`src/rtl/pipe_hazard_ctrl.sv`:
```
// ---------------------------------------------------------------------------
// pipe_hazard_ctrl
//
// Central stall/flush sequencer for the five-stage MIPS pipeline. It drives
// the load enables and bubble-insert (flush) controls of the PC, IF/ID,
// ID/EX, EX/MEM and MEM/WB registers. It resolves three kinds of event:
// load-use hazards, taken branches reported by EX/MEM, and variable-latency
// data-memory accesses. A watchdog halts the pipeline when memory stalls
// for MEM_TIMEOUT consecutive cycles.
//
// Parameters
//   REG_W        register-index width
//   MEM_TIMEOUT  consecutive memory-stall cycles before HALT (2..255)
//
// Ports
//   clk, rst_n            clock (rising edge), async active-low reset
//   id_rs, id_rt          source registers of the instruction in ID
//   id_uses_rt            instruction in ID reads rt
//   ex_mem_read, ex_rd    instruction in EX is a load, and its destination
//   mem_branch, mem_zero  EX/MEM branch and zero flags (taken = both)
//   mem_access            EX/MEM instruction accesses data memory
//   dmem_ready            data memory completes the access this cycle
//   pc_en .. ex_mem_en    register load enables
//   *_flush               load a bubble into that register
//   pc_sel_branch         PC takes the EX/MEM branch target
//   mem_timeout           sticky watchdog flag
//   state                 RUN=0, MEM_WAIT=1, HALT=2
//   stall_cycles          (only with STALL_CNT_EN) saturating count of
//                         cycles in which the PC was held
//
// Optional feature macro: STALL_CNT_EN
// ---------------------------------------------------------------------------
module pipe_hazard_ctrl #(
    parameter int REG_W       = 5,
    parameter int MEM_TIMEOUT = 8
) (
    input  logic             clk,
    input  logic             rst_n,
    input  logic [REG_W-1:0] id_rs,
    input  logic [REG_W-1:0] id_rt,
    input  logic             id_uses_rt,
    input  logic             ex_mem_read,
    input  logic [REG_W-1:0] ex_rd,
    input  logic             mem_branch,
    input  logic             mem_zero,
    input  logic             mem_access,
    input  logic             dmem_ready,
    output logic             pc_en,
    output logic             if_id_en,
    output logic             id_ex_en,
    output logic             ex_mem_en,
    output logic             if_id_flush,
    output logic             id_ex_flush,
    output logic             ex_mem_flush,
    output logic             mem_wb_flush,
    output logic             pc_sel_branch,
    output logic             mem_timeout,
`ifdef STALL_CNT_EN
    output logic [31:0]      stall_cycles,
`endif
    output logic [1:0]       state
);

    localparam logic [1:0] RUN      = 2'd0;
    localparam logic [1:0] MEM_WAIT = 2'd1;
    localparam logic [1:0] HALT     = 2'd2;

    localparam int CNT_W = $clog2(MEM_TIMEOUT + 1);
    localparam logic [CNT_W-1:0] CNT_LAST = CNT_W'(MEM_TIMEOUT - 1);
    localparam logic [CNT_W-1:0] CNT_ONE  = CNT_W'(1);

    logic             taken;
    logic             load_use;
    logic             mem_stall;
    logic [CNT_W-1:0] wait_cnt;
    logic             timeout_q;

    assign taken     = mem_branch & mem_zero;
    assign load_use  = ex_mem_read & (ex_rd != '0) &
                       ((ex_rd == id_rs) | (id_uses_rt & (ex_rd == id_rt)));
    assign mem_stall = mem_access & ~dmem_ready;

    assign mem_timeout = timeout_q;

    // Control outputs. Reset wins over everything and loads bubbles
    // everywhere; HALT freezes the front of the pipe and keeps draining
    // bubbles into MEM/WB. In RUN and MEM_WAIT a memory stall outranks a
    // taken branch, which in turn discards any load-use hazard because the
    // instruction in ID is about to be flushed anyway.
    always_comb begin
        pc_en         = 1'b1;
        if_id_en      = 1'b1;
        id_ex_en      = 1'b1;
        ex_mem_en     = 1'b1;
        if_id_flush   = 1'b0;
        id_ex_flush   = 1'b0;
        ex_mem_flush  = 1'b0;
        mem_wb_flush  = 1'b0;
        pc_sel_branch = 1'b0;
        if (!rst_n) begin
            pc_en        = 1'b0;
            if_id_en     = 1'b0;
            id_ex_en     = 1'b0;
            ex_mem_en    = 1'b0;
            if_id_flush  = 1'b1;
            id_ex_flush  = 1'b1;
            ex_mem_flush = 1'b1;
            mem_wb_flush = 1'b1;
        end else if (state == HALT) begin
            pc_en        = 1'b0;
            if_id_en     = 1'b0;
            id_ex_en     = 1'b0;
            ex_mem_en    = 1'b0;
            mem_wb_flush = 1'b1;
        end else if (mem_stall) begin
            pc_en        = 1'b0;
            if_id_en     = 1'b0;
            id_ex_en     = 1'b0;
            ex_mem_en    = 1'b0;
            mem_wb_flush = 1'b1;
        end else if (taken) begin
            pc_sel_branch = 1'b1;
            if_id_flush   = 1'b1;
            id_ex_flush   = 1'b1;
            ex_mem_flush  = 1'b1;
        end else if (load_use) begin
            pc_en       = 1'b0;
            if_id_en    = 1'b0;
            id_ex_flush = 1'b1;
        end
    end

    // Sequencer and watchdog. wait_cnt counts consecutive stalled cycles,
    // the RUN cycle that starts the stall being number one, so HALT is
    // reached on the edge that closes stall cycle MEM_TIMEOUT. Once in
    // HALT only reset gets the pipeline going again.
    always_ff @(posedge clk or negedge rst_n) begin
        if (!rst_n) begin
            state     <= RUN;
            wait_cnt  <= '0;
            timeout_q <= 1'b0;
        end else begin
            case (state)
                RUN: begin
                    if (mem_stall) begin
                        state    <= MEM_WAIT;
                        wait_cnt <= CNT_ONE;
                    end else begin
                        wait_cnt <= '0;
                    end
                end
                MEM_WAIT: begin
                    if (!mem_stall) begin
                        state    <= RUN;
                        wait_cnt <= '0;
                    end else if (wait_cnt == CNT_LAST) begin
                        state     <= HALT;
                        timeout_q <= 1'b1;
                    end else begin
                        wait_cnt <= wait_cnt + CNT_ONE;
                    end
                end
                HALT: begin
                    state     <= HALT;
                    timeout_q <= 1'b1;
                end
                default: begin
                    state    <= RUN;
                    wait_cnt <= '0;
                end
            endcase
        end
    end

`ifdef STALL_CNT_EN
    // Performance counter: one tick per cycle the PC was held while the
    // pipeline is alive. Saturates rather than wrapping.
    always_ff @(posedge clk or negedge rst_n) begin
        if (!rst_n) begin
            stall_cycles <= '0;
        end else if ((state != HALT) && !pc_en &&
                     (stall_cycles != 32'hFFFF_FFFF)) begin
            stall_cycles <= stall_cycles + 32'd1;
        end
    end
`endif

endmodule

```
`config.mk`:
```
export PLATFORM = sky130hd
export DESIGN_NAME = pipe_hazard_ctrl
export DESIGN_NICKNAME = d
export VERILOG_FILES = /design/src/rtl/pipe_hazard_ctrl.sv
export SDC_FILE = /design/constraint.sdc
export NUM_CORES = 1
export LEC_CHECK = 0
export ABC_AREA = 0
export CAP_MARGIN = 25
export CORE_AREA = 5 5 49 51
export DETAILED_ROUTE_END_ITERATION = 7
export DIE_AREA = 0 0 54 56
export PLACE_DENSITY = 0.66
export SLEW_MARGIN = 25
export SYNTH_ARGS = -nofsm -noshare
export SYNTH_HDL_FRONTEND = slang
export SYNTH_SLANG_ARGS = --single-unit
```
`constraint.sdc`:
```
create_clock -name clk -period 2.6 [get_ports clk]
set_input_delay 0.52 -clock clk [delete_from_list [all_inputs] [get_ports clk]]
set_output_delay 0.52 -clock clk [all_outputs]
set_load 0.1 [all_outputs]
```
# After elaboration in Yosys (flattened, before gate mapping)
# Index checks and enable logic that the tools add are counted.
word_totals:
  ff_bits: 7
  out_inout_bits: 12
  wordCells: 60
classes:
  mux: 32
  n_reduce_logical: 6
  n_bitwise: 8
  addsub: 1
  eq_ne: 10
op_table:
  columns: ["cell", "n"]
  rows:
  - ["1-bit 2-to-1 mux", 24]
  - ["4-bit one-hot mux with 3 select lines", 1]
  - ["5-bit equality test", 2]
  - ["4-bit 2-to-1 mux", 2]
  - ["2-bit 2-to-1 mux", 3]
  - ["2-bit != test, second input constant", 3]
  - ["3-bit != test, second input constant", 2]
  - ["2-bit one-hot mux with 3 select lines", 1]
  - ["1-bit bitwise AND", 5]
  - ["5-bit nonzero test", 1]
  - ["4-bit by 1-bit adder with 4-bit output, second input constant", 1]
  - ["4-bit by 3-bit equality test with 1-bit output, second input constant", 1]
  - ["2-bit AND reduction", 2]
  - ["3-bit AND reduction", 1]
  - ["2-bit by 1-bit equality test with 1-bit output, second input constant", 1]
  - ["2-bit equality test, second input constant", 1]
  - ["2-bit logical NOT", 1]
  - ["1-bit inverter", 2]
  - ["1-bit one-hot mux with 2 select lines", 1]
  - ["2-bit nonzero test", 1]
  - ["1-bit bitwise OR", 1]

# Depth between registers and ports, before layout
logic_depth:
  word_depth: 9
  mapped_depth: 6
  mapped_depth_nobuf: 6

# Worst setup path after synthesis
# No wires, ideal clock.
synth_path:
  path_kind: "reg2out"
  start: "register state[0]"
  end: "output id_ex_flush"
  required_ns: 2.080
  path_stages_with_launch: 5
  setup_slack_ns: -2.524
  t_arrival_ns: 4.604
  path_cell_list: "dfrtp_1 > nor2b_1 > a21o_1 > o21ai_0 > o21bai_1"
synth_between:
  elab_chain_cells: 3
synth_lines:
  columns: ["element", "line", "text"]
  rows:
  - ["from (decl)", "61", "output logic [1:0] state"]
  - ["from (signal assigned)", "139", "state <= RUN;"]
  - ["from (signal assigned)", "146", "state <= MEM_WAIT;"]
  - ["from (signal assigned)", "154", "state <= RUN;"]
  - ["2-bit equality test", "109", "end else if (state == HALT) begin"]
  - ["1-bit 2-to-1 mux", "109", null]
  - ["1-bit 2-to-1 mux", "100", "if (!rst_n) begin"]
  - ["to (decl)", "53", "output logic id_ex_flush,"]
# Every way passes these cells.

# Worst setup path in the final report
layout_path:
  start: "input ex_rd[4]"
  end: "output if_id_en"
layout_between:
  elab_chain_cells: 9
  elab_cells_between_ends: 12
layout_lines:
  columns: ["element", "line", "text"]
  rows:
  - ["from (decl)", "43", "input logic [REG_W-1:0] ex_rd,"]
  - ["5-bit equality test", "80", "((ex_rd == id_rs) | (id_uses_rt & (ex_rd == id_rt)));"]
  - ["1-bit bitwise AND", "80", null]
  - ["1-bit bitwise OR", "80", null]
  - ["1-bit bitwise AND (*)", "79", "assign load_use = ex_mem_read & (ex_rd != '0) &"]
  - ["1-bit 2-to-1 mux (*)", "126", "end else if (load_use) begin"]
  - ["1-bit 2-to-1 mux (*)", "121", "end else if (taken) begin"]
  - ["1-bit 2-to-1 mux (*)", "115", "end else if (mem_stall) begin"]
  - ["1-bit 2-to-1 mux (*)", "109", null]
  - ["1-bit 2-to-1 mux (*)", "100", null]
  - ["to (decl)", "49", "output logic if_id_en,"]
# Mark *: on every way between the ends. The rest lies on a longest branch, timed or not.

==> impl_table.tex <==
\begin{tabular}{lr}
\hline
Metric & Value \\
\hline
\multicolumn{2}{l}{\textbf{Synth}} \\
Mapped Area & 546 sq um \\
Distinct cell type count after synthesis & 30 \\
Number of standard cells after synthesis & between 50 and 60 \\
Average cell area after synthesis & 9.41 sq um \\
Synth top area share & 0.321 \\
Sequential cell area fraction in the yosys report & 0.321 \\
Leading post-synthesis cells by cell area & dfrtp\_1 (32\%), xor2\_1 (16\%), buf\_4 (4.1\%) \\
Synthesized Nets & between 80 and 90 \\
Cell type contributing the most total cell area after synthesis & dfrtp\_1 \\
Synth Warn \# & 0 \\
Flops \& latches, synth & 7 \\
\multicolumn{2}{l}{\textbf{Die}} \\
Die ar. & 3020 sq um \\
Number of top-level pins & 35 \\
Die extent in x & 54 um \\
Initial core utilization & 0.287 \\
Number of rows in the core area & 16 \\
Die height & 56 um \\
Standard cell core area & between 1500 and 2000 sq um \\
\multicolumn{2}{l}{\textbf{Final layout}} \\
Post-route core utilization & 0.585 \\
Antenna Diode Count & 0 \\
Ratio of cells with drive above 1 in the final layout & 0.378 \\
Area delta synth->final & 104\% \\
Post-route non-filler standard cell count & around 130 \\
Final cell area excluding filler cells & approximately 1100 sq um \\
Sequential cell area & approximately 180 sq um \\
Most frequent cells in the layout & clkdlybuf4s50\_1 (19), xor2\_1 (10), buf\_12 (9) \\
NumNets Final & roughly 120 \\
Number of fill cells in the layout & 172 \\
Most frequent standard cell in the layout excluding fill and tap cells & clkdlybuf4s50\_1 \\
Area of combinational cells with multiple inputs & $\sim$400 sq um \\
\multicolumn{2}{l}{\textbf{CTS}} \\
Buffer levels on the longest clock path & 2 \\
Clock insertion delay at the later pin of the skew report & 0.26 ns \\
Number of setup buffers added after CTS & 0 \\
Clock-pin slew reported for the worst setup and hold paths after clock tree synthesis & 0.06 ns \\
TritonCTS Buffers & 3 \\
CTS tree & done \\
Clock root buffer & clkbuf\_4 \\
Sinks on Clock Net & 7 \\
H-tree lvl count & 1 \\
\multicolumn{2}{l}{\textbf{Critical path}} \\
CP endpoint kind & primary output \\
CP Buf/Inv Count & 2 \\
Critical path data arrival time & 2.01 ns \\
Top delay family on crit path & buffers and inverters \\
CP Class & in2out \\
Crit-path max FO & 3 \\
Cell-by-cell listing of the critical path & clkdlybuf4s50\_1 -> or4\_4 -> o211ai\_1 -> o21ba\_4 -> buf\_12 \\
Launching element type of the critical path & input pin \\
Delay of the slowest cell on the worst path & 0.45 ns \\
Crit-path slowest cell & clkdlybuf4s50\_1 \\
Worst endpoint required time & 2.08 ns \\
Depth of the critical timing path with buffers and inverters included & 5 \\
Reg2reg path depth & 6 \\
\multicolumn{2}{l}{\textbf{Timing}} \\
Worst hold slack after final layout & 0.465 ns \\
Final count of hold timing violations & 0 \\
Share of the clock period used by the worst path & 0.974 \\
Post-layout minimum cycle time & 2.53 ns \\
Final max-slew violation count & 0 \\
Setup violators final & 0 \\
Fmax achieved & around 400 MHz \\
Worst slew margin & 0.804 \\
Worst Clk Skew & 0.00356 ns \\
Pin slew with the least headroom to its limit & a little under 0.3 ns \\
\multicolumn{2}{l}{\textbf{Run status}} \\
Outcome & finished, final reports clean \\
\multicolumn{2}{l}{\textbf{Global routing}} \\
Overflow left after global routing & 0 \\
Antenna violations before repair & 0 \\
Number of global-route vias before repair & 552 \\
Global-route wire length before repair & roughly 2400 um \\
GR Util All Layers & 0.110 \\
Largest net degree at the start of global routing & 9 \\
\multicolumn{2}{l}{\textbf{Route}} \\
Average vias per placed instance & 4.58 \\
Remaining routing DRC violations & 0 \\
Total via count after detailed routing & 573 \\
Total Routed Length & 1660 um \\
Violation count after the first detailed-routing iteration & 7 \\
Drt pass-1 iters & 2 \\
Average detailed-routed wire length per instance & between 10 and 15 um \\
Final antenna-violating net count & 0 \\
\multicolumn{2}{l}{\textbf{Place}} \\
Final GP Congestion & $\sim$0.7 \\
HPWL after DPL & 1370 um \\
IO Port Bufs & 34 \\
Post-placement cell area & 1070 sq um \\
Placed cell count & 121 \\
\multicolumn{2}{l}{\textbf{Power}} \\
Leakage Power & 0.483 nW \\
Worst IR drop on VDD & 252 uV \\
Power, Total & 0.421 mW \\
Power per cell area & roughly 380 nW/um\^{}2 \\
\multicolumn{2}{l}{\textbf{Min path}} \\
Type of the tightest min-delay check & reg2reg \\
Count of cells along the worst hold path & 1 \\
\multicolumn{2}{l}{\textbf{Job}} \\
Max Cap Violations & 0 \\
\hline
\end{tabular}
==> synth_stat cells (all sizes together) <==
cell	instances
a211oi	1
a21o	2
a21oi	2
a22o	1
a31oi	2
a32oi	1
and4bb	1
buf	3
dfrtp	7
ha	1
inv	3
nand2	4
nand3	1
nand3b	1
nor2	3
nor2b	2
nor3	1
nor4	1
o211ai	2
o21ai	3
o21ba	1
o21bai	1
or2b	1
or3	1
or4	1
xnor2	1
xor2	10
==> final timing paths <==
check,startpoint,to,slack (ns)
max reg2reg,wait_cnt[0],wait_cnt[3],0.95
min,mem_timeout,mem_timeout,0.47
min in group asynchronous,rst_n,mem_timeout,0.74
max in group asynchronous,rst_n,state[0],1.72
min reg2reg,mem_timeout,mem_timeout,0.47
max,ex_rd[4],if_id_en,0.07
==> worst reg2reg max path, delay by kind of cell (launching register included) <==
kind / cells / cell delay [ns]
and+or+nand+nor: 2 / 0.52
AOI/OAI and AO/OA: 2 / 0.32
DFF: 1 / 0.40
buffers and inverters: 1 / 0.09
adders and majority gates: 1 / 0.24
==> through the flow <==
stage	worst slack [ns]	setup TNS [ns]
global route	-0.0201	-0.0536
floorplan	-0.0664	-0.150
CTS	0.0401	0
detailed placement	-0.0766	-0.153
global placement	-0.0457	-0.0920
finish	0.0685	0
==> area by class of cell <==
type	count	area share
clock buffers	4	0.0236
well taps	27	0.0304
inverters	3	0.0135
multi-input cells	45	0.358
repair buffers	39	0.411
flip-flops and latches	7	0.164
==> flip-flops by register name (all words and copies together), names as in the netlist <==
name	flops
state	2
wait_cnt	4
mem_timeout	1
==> power breakdown <==
| part | total [mW] | internal [mW] | switching (mW) | leakage (nW) |
|---|---|---|---|---|
| Clock | 0.102 | 0.0588 | 0.0436 | 0.0150 |
| Sequential | 0.114 | 0.111 | 0.00255 | 0.0922 |
| Combinational | 0.205 | 0.0876 | 0.117 | 0.376 |
==> kinds of logic (layout without fill, tap and decap cells) <==
group / after synthesis / after routing / synth area share
compound gates: 16 / 16 / 0.234
flops: 7 / 7 / 0.321
fa+ha+maj: 1 / 1 / 0.0229
simple gates: 17 / 17 / 0.183
buf+inv: 6 / 46 / 0.0619
xor+xnor: 11 / 11 / 0.177
==> metal layers <==
layer,wire length (um),part of all wire,global-route usage
met1,732,0.44,0.148
met2,670,0.40,0.147
met3,217,0.13,0.0375
met4,39,0.023,0.0641
met5,0,0,0
==> what timing repair did <==
action / 4_1_cts / 5_1_grt
setup endpoints to repair: 2 / 3
resized for setup: 4 / 2
hold buffers: 0 / 0
pin swaps: 2 / 2
Power figures use the tool's default switching activity.
